===== config.mk =====
export PLATFORM = sky130hd
export DESIGN_NAME = dmem_lsu
export DESIGN_NICKNAME = d
export VERILOG_FILES = /design/src/rtl/dmem_lsu.sv
export SDC_FILE = /design/constraint.sdc
export NUM_CORES = 1
export LEC_CHECK = 0
export CORE_MARGIN = 3
export CORE_UTILIZATION = 34
export CTS_CLUSTER_SIZE = 12
export DETAILED_ROUTE_END_ITERATION = 8
export SLEW_MARGIN = 10
export SYNTH_ARGS = -nofsm -noshare
export SYNTH_HDL_FRONTEND = slang
export SYNTH_SLANG_ARGS = --single-unit
export TNS_END_PERCENT = 30

===== constraint.sdc =====
create_clock -name CLK -period 5.1 [get_ports CLK]
set_input_delay 0.51 -clock CLK [delete_from_list [all_inputs] [get_ports CLK]]
set_output_delay 0.51 -clock CLK [all_outputs]
set_load 0.02 [all_outputs]

===== src/rtl/dmem_lsu.sv =====
// rtl/dmem_lsu.sv - load/store unit driving a word-wide DMEM with byte/half extract and RMW
// Optional misaligned-access error path: define DMEM_LSU_MISALIGN_ERR_EN
module dmem_lsu #(
    parameter int ADDR_DEPTH = 14
) (
    input  logic                  CLK,
    input  logic                  RST,
    input  logic                  REQ_VALID,
    output logic                  REQ_READY,
    input  logic                  REQ_WE,
    input  logic [1:0]            REQ_SIZE,
    input  logic                  REQ_UNSIGNED,
    input  logic [31:0]           REQ_ADDR,
    input  logic [31:0]           REQ_WDATA,
    output logic                  RSP_VALID,
    output logic [31:0]           RSP_DATA,
    output logic                  RSP_ERR,
    output logic                  MEM_RDEN,
    output logic                  MEM_WEN,
    output logic [1:0]            MEM_BYTE_SEL,
    output logic                  MEM_SIGN,
    output logic [ADDR_DEPTH-1:0] MEM_ADDR,
    output logic [31:0]           MEM_DIN,
    input  logic [31:0]           MEM_DOUT
);

    typedef enum logic [2:0] {
        S_IDLE,
        S_RD,
        S_LD_CAP,
        S_MERGE,
        S_WR,
        S_ERR
    } state_t;

    state_t state;
    state_t state_nxt;

    logic        r_we;
    logic        r_uns;
    logic [1:0]  r_size;
    logic [1:0]  r_lane;
    logic [15:0] r_wlo;

    logic        accept;
    logic        is_word;
    logic        misaligned;
    logic        take_err;
    logic [1:0]  lane_in;

    logic                  rden_d;
    logic                  wen_d;
    logic                  rsp_valid_d;
    logic                  rsp_err_d;
    logic [31:0]           rsp_data_d;
    logic [31:0]           din_d;
    logic [ADDR_DEPTH-1:0] addr_d;
    logic [31:0]           merged;
    logic [31:0]           load_ext;
    logic [7:0]            ld_byte;
    logic [15:0]           ld_half;

    logic unused_addr_bits;
    assign unused_addr_bits = ^REQ_ADDR[31:ADDR_DEPTH+2];

    assign REQ_READY    = (state == S_IDLE);
    assign accept       = REQ_VALID && REQ_READY;
    assign is_word      = REQ_SIZE[1];
    assign misaligned   = ((REQ_SIZE == 2'b01) && REQ_ADDR[0]) ||
                          (is_word && (REQ_ADDR[1:0] != 2'b00));
    assign MEM_BYTE_SEL = 2'b10;
    assign MEM_SIGN     = 1'b0;

`ifdef DMEM_LSU_MISALIGN_ERR_EN
    assign take_err = misaligned;
`else
    logic unused_misaligned;
    assign unused_misaligned = misaligned;
    assign take_err          = 1'b0;
`endif

    // Lane is force-aligned here; with the error path enabled misaligned requests never use it.
    always_comb begin
        lane_in = 2'b00;
        case (REQ_SIZE)
            2'b00:   lane_in = REQ_ADDR[1:0];
            2'b01:   lane_in = {REQ_ADDR[1], 1'b0};
            default: lane_in = 2'b00;
        endcase
    end

    always_ff @(posedge CLK) begin
        if (RST) begin
            state <= S_IDLE;
        end else begin
            state <= state_nxt;
        end
    end

    always_ff @(posedge CLK) begin
        if (RST) begin
            r_we   <= 1'b0;
            r_uns  <= 1'b0;
            r_size <= 2'b00;
            r_lane <= 2'b00;
            r_wlo  <= 16'h0000;
        end else if (accept) begin
            r_we   <= REQ_WE;
            r_uns  <= REQ_UNSIGNED;
            r_size <= REQ_SIZE;
            r_lane <= lane_in;
            r_wlo  <= REQ_WDATA[15:0];
        end
    end

    always_comb begin
        state_nxt = state;
        case (state)
            S_IDLE: begin
                if (accept) begin
                    if (take_err) begin
                        state_nxt = S_ERR;
                    end else if (REQ_WE && is_word) begin
                        state_nxt = S_WR;
                    end else begin
                        state_nxt = S_RD;
                    end
                end
            end
            S_RD:     state_nxt = r_we ? S_MERGE : S_LD_CAP;
            S_LD_CAP: state_nxt = S_IDLE;
            S_MERGE:  state_nxt = S_WR;
            S_WR:     state_nxt = S_IDLE;
            S_ERR:    state_nxt = S_IDLE;
            default:  state_nxt = S_IDLE;
        endcase
    end

    // Lane extraction and merge both work on the DMEM word that arrives one cycle after RDEN.
    always_comb begin
        ld_byte = MEM_DOUT[{r_lane, 3'b000} +: 8];
        ld_half = MEM_DOUT[{r_lane[1], 4'b0000} +: 16];
        merged  = MEM_DOUT;
        case (r_size)
            2'b00: begin
                load_ext = {{24{ld_byte[7] & ~r_uns}}, ld_byte};
                merged[{r_lane, 3'b000} +: 8] = r_wlo[7:0];
            end
            2'b01: begin
                load_ext = {{16{ld_half[15] & ~r_uns}}, ld_half};
                merged[{r_lane[1], 4'b0000} +: 16] = r_wlo;
            end
            default: begin
                load_ext = MEM_DOUT;
            end
        endcase
    end

    always_comb begin
        rden_d      = (state_nxt == S_RD);
        wen_d       = (state_nxt == S_WR);
        rsp_valid_d = 1'b0;
        rsp_err_d   = 1'b0;
        rsp_data_d  = 32'h0000_0000;
        din_d       = MEM_DIN;
        addr_d      = accept ? REQ_ADDR[ADDR_DEPTH+1:2] : MEM_ADDR;
        case (state)
            S_IDLE: begin
                if (state_nxt == S_WR) begin
                    din_d = REQ_WDATA;
                end
                if (state_nxt == S_ERR) begin
                    rsp_valid_d = 1'b1;
                    rsp_err_d   = 1'b1;
                end
            end
            S_LD_CAP: begin
                rsp_valid_d = 1'b1;
                rsp_data_d  = load_ext;
            end
            S_MERGE: begin
                din_d = merged;
            end
            S_WR: begin
                rsp_valid_d = 1'b1;
            end
            default: begin
            end
        endcase
    end

    always_ff @(posedge CLK) begin
        if (RST) begin
            MEM_RDEN  <= 1'b0;
            MEM_WEN   <= 1'b0;
            MEM_ADDR  <= '0;
            MEM_DIN   <= 32'h0000_0000;
            RSP_VALID <= 1'b0;
            RSP_ERR   <= 1'b0;
            RSP_DATA  <= 32'h0000_0000;
        end else begin
            MEM_RDEN  <= rden_d;
            MEM_WEN   <= wen_d;
            MEM_ADDR  <= addr_d;
            MEM_DIN   <= din_d;
            RSP_VALID <= rsp_valid_d;
            RSP_ERR   <= rsp_err_d;
            RSP_DATA  <= rsp_data_d;
        end
    end

endmodule


---- Word-level counts from Yosys, hierarchy flattened ----
Cells that the tools add are included.
storage, ports and cells
  flip-flop bits (word level) ............. 107
cells by class
  bitwise gates (word level) .............. 5
  eq/ne operators ......................... 10
  reductions and logical operators ........ 10
  muxes and demuxes ....................... 13
  shift operators ......................... 6
  add/sub/neg operators ................... 2
operators with widths
  kind                                                    number
  case mux 32 bit (2 select lines)                        3
  bitwise mux 32 bit                                      2
  2-to-1 mux 32 bit                                       1
  variable shift 16 x 7 -> 32 bit (first input constant)  1
  variable shift 8 x 7 -> 32 bit (first input constant)   1
  variable part select 16 x 7 -> 32 bit                   1
  variable part select 32 x 6 -> 16 bit                   1
  variable part select 32 x 6 -> 8 bit                    1
  variable part select 8 x 7 -> 32 bit                    1
  negation 5 -> 7 bit                                     2
  == test 3 bit (second input constant)                   3
  case mux 3 bit (3 select lines)                         1
  == test 3 x 1 -> 1 bit (second input constant)          2
  == test 3 x 2 -> 1 bit (second input constant)          2
  2-to-1 mux 3 bit                                        2
  OR reduction 2 bit                                      3
  == test 2 x 1 -> 1 bit (second input constant)          2
  logical NOT 2 bit                                       2
  case mux 2 bit (2 select lines)                         1
  logical NOT 3 bit                                       1
  inverter 1 bit                                          3
  bitwise AND 1 bit                                       2
  logical AND 1 bit                                       2
  2-to-1 mux 1 bit                                        2
  other kinds (4)                                         4

---- Logic depth before layout (Yosys ltp) ----
Gate-level depths: netlist of run 1.
  word-level depth ........................ 7
  mapped depth ............................ 8
  mapped depth without buffers ............ 6

---- Worst setup path before layout of run 1 ----
Ideal clock, no wire load.
  path kind ............................... register -> register
  from .................................... reg r_lane[1]
  to ...................................... reg MEM_DIN[24]
  setup slack ............................. 3.027 ns
  buffers on the path ..................... 2
  library setup time ...................... 0.130 ns
  cell stages (with the launch flop) ...... 9
  arrival time ............................ 1.942 ns
  cell sequence ........................... dfxtp_1 > buf_2 > inv_2 > ha_1 > clkbuf_1 > nor2b_1 > and3_1 > a2111oi_0 > o31ai_1
on the way
  longest elaborated chain between the ends .. 5
  elaborated cells between the ends (all ways) .. 10
  classes of those cells .................. 2 x add/sub; 4 x shift; 4 x mux
ends and longest elaborated chain
  element                                                        line      text
  start, declared                                                42        logic [1:0] r_lane;
  start signal, assigned                                         111       r_lane <= lane_in;
  negation 5 -> 7 bit, on equally long branches                  151, 147
  variable part select 16 x 7 -> 32 bit (tied with other cells)  151       merged[{r_lane[1], 4'b0000} +: 16] = r_wlo;
  bitwise mux 32 bit, on equally long branches                   151, 147
  case mux 32 bit (2 select lines) *                             144       case (r_size)
  case mux 32 bit (2 select lines) *                             167       case (state)
  end signal, assigned                                           205       MEM_DIN <= din_d;
  end, declared                                                  23        output logic [31:0] MEM_DIN,
Every way passes the cells marked *; elsewhere a longest branch is shown, timed or not.
A chain may end at the register's enable or synchronous reset.

---- Worst setup path after layout of run 1 ----
  from .................................... reg r_lane[1]
  to ...................................... reg MEM_DIN[16]
Same word-level chain as after synthesis.

==> results of run 1 <==
==> sequential cells by signal, indices dropped and copies added, names as in the netlist <==
name and flops:
RSP_DATA 32, RSP_ERR 1, r_wlo 16, r_size 2
MEM_WEN 1, r_lane 2, MEM_ADDR 14, MEM_RDEN 1
r_uns 1, MEM_DIN 32, RSP_VALID 1, state 3
r_we 1
==> how the worst max path moves through the flow <==
stage                          from     endpoint  cells after the start
after global routing      r_lane[1]   MEM_DIN[9]                      6
after floorplan           r_lane[1]  MEM_DIN[24]                      8
after detailed placement  r_lane[1]  MEM_DIN[28]                      6
after global placement    r_lane[1]  MEM_DIN[28]                      6
final                     r_lane[1]  MEM_DIN[16]                      6
after CTS                 r_lane[1]   MEM_DIN[9]                      6
==> cell usage after synthesis, types with 9 or more instances <==
cell type,number
nor2b_1,22
a22o_1,10
nand2_1,88
nand3b_1,25
a2111oi_0,16
a22oi_1,9
a32o_1,16
nor2_1,26
nor3_1,10
and3_1,24
buf_2,19
dfxtp_1,107
a21oi_1,92
clkbuf_1,31
o31ai_1,23
==> area by class of cell <==
type / count / area [sq um]
Clock buffer: 11 / 243
Clock inverter: 4 / 51.3
Fill cell: 1507 / 7920
Inverter: 5 / 18.8
Multi-Input combinational cell: 460 / 2870
Sequential cell: 107 / 2140
Tap cell: 211 / 264
Timing Repair Buffer: 176 / 1750
==> through the flow <==
stage	area [sq um]	setup slack (ns)	cells	total power (W)	utilization [%]
floorplan	5320	3.03	634	0.00114	-
global placement	7020	1.96	958	0.00131	46.0
detailed placement	7020	1.95	958	0.00132	46.0
CTS	7310	1.94	973	0.00202	47.9
global route	7340	1.61	974	0.00209	48.1
finish	7340	1.82	974	0.00201	48.1
==> kinds of logic (layout without fill, tap and decap cells) <==
group                    Yosys count  count (layout)
AND/OR/NAND/NOR                  235             235
adder cells (fa/ha/maj)            5               5
flip-flops                       107             107
multiplexers                       9               9
other                              2               4
AO/OA/AOI/OAI                    206             206
XOR/XNOR                           1               1
buffers and inverters             67             196
==> metal layers <==
layer	GRT usage, %	vias up	share of wire [%]
met5	0	-	0
met4	7.86	0	2.5
met3	3.33	32	6.7
met2	35.6	223	49
met1	29.6	2604	42
li1	-	2599	-
==> power by group <==
group	switching, W	internal [W]	total, W
Combinational	0.000214	0.000180	0.000394
Sequential	0.0000390	0.000872	0.000911
Clock	0.000309	0.000392	0.000701
Total	0.000562	0.00144	0.00201
==> critical path, delay by kind of cell, from the launching register on <==
kind	cells	cell delay, ns
simple gates	2	1.02
flops	1	0.89
fa+ha+maj	1	0.59
compound gates	2	0.40
buf+inv	1	0.28
==> summary.txt, run 1 <==
Hold Crit Start: r_uns
routability cong.: 0.866
Final Max Slew Viols: 0
Post-synth EDFFs: 0
headroom to the max-slew limit: 19.4%
via count of the routed design: 5,458
grt total ovfl: 0
share of cells above drive strength 1: 5.24%
first-pass GRT wire length: 29.2 mm
sequential area share after synthesis: 40.3%
initial antenna violation count: 0
worst skew pair latency: 0.35 ns
Setup TNS: 0 ns
drt initial violations: 548
vias per cell: 5.60
CP max-delay cell: dfxtp_1
commonest cells after routing, fill and taps aside: clkdlybuf4s50_1, dfxtp_1, a21oi_1, nand2_1, nor2_1
Synth Area in Simple Gates: 23.9%
CP Cell Sequence: inv_2 -> ha_1 -> nor3b_1 -> and3_1 -> a2111oi_0 -> o31ai_1
Post-CTS Setup Bufs: 0
Maximum Capacitance Violations: 0
Worst setup EP type: flop
Die Span Y: 131 microns
ys async rst share: 0%
largest net degree at the start of global routing: 59
PD cells: 273 nW/um^2
# IOs: 189
synthesis-to-layout area growth: 38.1%
post-cts gate resize count: 0
DRT Pass-1 Iters: 5
crit-path max cell delay: 0.89 ns
worst-margin pin slew: 1.20 ns
number of global-route vias before repair: 5,225
crit path kind: flop to flop
most common cell after layout, fill and taps aside: clkdlybuf4s50_1
min Tclk post-route: 3.28 ns
Final Hold Viols: 0
die width: 131 microns
post-synthesis mux area share: 1.88%
CTS tree: done
Detailed Place HPWL: 13.8 mm
Hold Path End: r_uns
fraction of the mapped netlist area in compound gates: 26.3%
status: complete, no violations
# rows: 45
Initial Util: 34.8%
PortBufs: 169
worst hold path depth: 2
Clock Skews: 0.00604 ns
flop2flop setup slack: 1.82 ns
Clock Pin Slew Worst Setup and Hold Paths: 0.07 ns
H-tree depth: 3
Hold/Removal Path Class: flop to flop
fmax: 305 MHz
clock buffer depth: 2
crit start category: flop
Synth cell types: 54
Leak Pwr: 2.58 nW
clk root buf: clkbuf_16
Die ar.: 17,200 sq um
Synth Area per Inst: 8.41 sq um
main combinational cell family by area after synthesis: compound AO/OA/AOI/OAI gates
Avg WL per Cell: 19.5 microns
Crit path required time: 5.37 ns
RR Endpoint: MEM_DIN[16]
synth warn: 0
crit-path max FO: 22
Synth Area in XOR/XNOR: 0.165%
Final setup viols: 0
area leader, netlist: dfxtp_1
Total GRT Usage: 21.9%
final net count: 867
DR DRC count: 0
Final ANT Viol Nets: 0
# clock sinks: 107
CORE AREA: 15,300 sq um
Worst Reg-to-Reg Cells: 6
cell area after synthesis: 5310 sq um
RR Startpoint: r_lane[1]
synth top area cells: dfxtp_1, a21oi_1, nand2_1
FF+latch count, synth: 107
Num CTS Buffers: 9
final worst path period share: 64.3%
top cell type's share of synthesized area: 40.3%
crit path DAT: 3.54 ns
Max VDD drop: 151 uV
RSZ-0062 raised after global routing: no
# hold bufs at CTS: 0
total routed wirelength: 19.0 mm
Gate Count Post-Synth: 632
number of diodes: 0
Top FF cell, synth: dfxtp_1
worst slack on hold paths: 0.457 ns
Post-Synth Adder-Cell Area: 1.18%
Power figures use the tool's default switching activity.
==> run 2, diff against run 1 <==
clock period = 3.15 ns   (was 5.1 ns; I/O delays follow)
==> run 2 against run 1 <==
Power up 72%. Highest routed layer unchanged. Sequential power rose by 61%. First-iteration DRC count down 25%. Largest cell class unchanged.
==> summary.txt, run 2 (synthesis gave the netlist of run 1 again) <==
# clock sinks: 107
min Tclk post-route: 2.73 ns
Sw Ratio: 27.1%
register share of total power: 42.6%
Num CTS Buffers: 9
share of cells above drive strength 1: 7.30%
Clock Skews: 0.00993 ns
Crit path required time: 3.42 ns
worst hold path depth: 2
fillcell total: 1,474
crit-path max FO: 12
number of diodes: 0
PD cells: 460 nW/um^2
dpl cell area: 7150 sq um
die width: 131 microns
Hold Path End: MEM_ADDR[4]
clock network fraction of design power: 38.4%
DRT Pass-1 Iters: 5
post-route design area: 7500 sq um
via count of the routed design: 5,548
total routed wirelength: 19.4 mm
Final setup viols: 0
grt total ovfl: 0
routability cong.: 0.905
Final ANT Viol Nets: 0
Die ar.: 17,200 sq um
Leak Pwr: 2.69 nW
fmax: 366 MHz
PortBufs: 169
final net count: 884
Final Max Slew Viols: 0
Worst Reg-to-Reg Cells: 7
number of global-route vias before repair: 5,287
status: complete, no violations
first-pass GRT wire length: 29.2 mm
Max VDD drop: 299 uV
worst skew pair latency: 0.36 ns
CTS tree: done
Detailed Place HPWL: 14.1 mm
post-cts gate resize count: 0
crit path DAT: 3.00 ns
largest registers: MEM_DIN x32, RSP_DATA x32, r_wlo x16
final worst path period share: 86.8%
final instance count without filler cells: 992
Sequential Area: 2140 sq um
DR DRC count: 0
Psw: 0.000935 W
largest net degree at the start of global routing: 99
Total GRT Usage: 22.0%
CORE AREA: 15,300 sq um
# rows: 45
Multi-input gate area: 2860 sq um
Logic pwr share: 19.0%
RR Startpoint: r_lane[1]
Int Pwr: 0.00251 W
worst-margin pin slew: 1.25 ns
initial antenna violation count: 0
Final Hold Viols: 0
Hold Crit Start: MEM_ADDR[4]
# IOs: 189
H-tree depth: 3
# hold bufs at CTS: 0
drt initial violations: 413
Die Span Y: 131 microns
flop2flop setup slack: 0.42 ns
clk root buf: clkbuf_16
Hold/Removal Path Class: flop to flop
placed cells: 976
vias per cell: 5.59
Initial Util: 34.8%
RSZ-0062 raised after global routing: no
Clock Pin Slew Worst Setup and Hold Paths: 0.08 ns
Worst setup EP type: flop
Post-CTS Setup Bufs: 0
Maximum Capacitance Violations: 0
clock buffer depth: 2
synthesis-to-layout area growth: 41.1%
most common cell after layout, fill and taps aside: clkdlybuf4s50_1
Avg WL per Cell: 19.6 microns
crit path kind: flop to flop
commonest cells after routing, fill and taps aside: clkdlybuf4s50_1, dfxtp_1, a21oi_1, nand2_1, nor2_1
headroom to the max-slew limit: 16.5%
Setup TNS: 0 ns
RR Endpoint: MEM_DIN[16]
crit start category: flop
## run 2: cell types whose count changed in the layout (fill, tap and decap cells not counted)
cell       delta
buf_4        +18
bufinv_16     +2
a21oi_2       +1
a21oi_4       -1
buf_8         -1
clkbuf_1      -1
clkinv_4      -1
inv_6         +1
nor2b_1       +1
nor2b_2       -1
o21ai_1       +1
o21ai_2       -1
## run 2: worst max-delay path by stage
stage	startpoint	end	depth (start not counted)
global placement	r_lane[1]	MEM_DIN[25]	8
global route	r_lane[1]	MEM_DIN[16]	7
CTS	r_lane[1]	MEM_DIN[25]	8
floorplan	r_lane[1]	MEM_DIN[28]	8
detailed placement	r_lane[1]	MEM_DIN[25]	8
finish	r_lane[1]	MEM_DIN[16]	7
## run 2: power groups by stage
stage / sequential [W] / combinational, W / clock [W]
6_report: 0.00147 / 0.000654 / 0.00132
2_1_floorplan: 0.00152 / 0.000319 / 0
5_1_grt: 0.00148 / 0.000708 / 0.00140
3_3_place_gp: 0.00150 / 0.000639 / 0
3_5_place_dp: 0.00150 / 0.000650 / 0
4_1_cts: 0.00147 / 0.000653 / 0.00136
## run 2: critical path, cell delays in order, from the launching register on
cell	delay, ns
dfxtp_1	0.56
inv_2	0.21
ha_1	0.34
nor3b_1	0.76
and3_1	0.27
a2111oi_0	0.10
buf_4	0.20
o31ai_1	0.20
## run 2: layout make-up
| class | count | area share (%) |
|---|---|---|
| well taps | 211 | 3.52 |
| clock inverters | 6 | 1.48 |
| clock buffers | 10 | 3.19 |
| inverters | 5 | 0.250 |
| flip-flops and latches | 107 | 28.6 |
| repair buffers | 193 | 24.9 |
| multi-input cells | 460 | 38.1 |
## run 2: metal layers
layer	share of wire, %	global-route usage, %
met5	0	0
met4	2.5	8.65
met3	6.3	3.01
met2	49	36.4
met1	43	29.1
## run 2: per-stage QoR
step / worst slack [ns] / utilization, % / hold WS [ns] / power [W]
3_5_place_dp: 0.508 / 46.9 / 0.448 / 0.00215
3_3_place_gp: 0.546 / 46.9 / 0.443 / 0.00214
4_1_cts: 0.488 / 49.2 / 0.459 / 0.00348
6_report: 0.417 / 49.2 / 0.459 / 0.00345
2_1_floorplan: 1.08 / - / 0.436 / 0.00184
5_1_grt: 0.268 / 49.2 / 0.488 / 0.00358
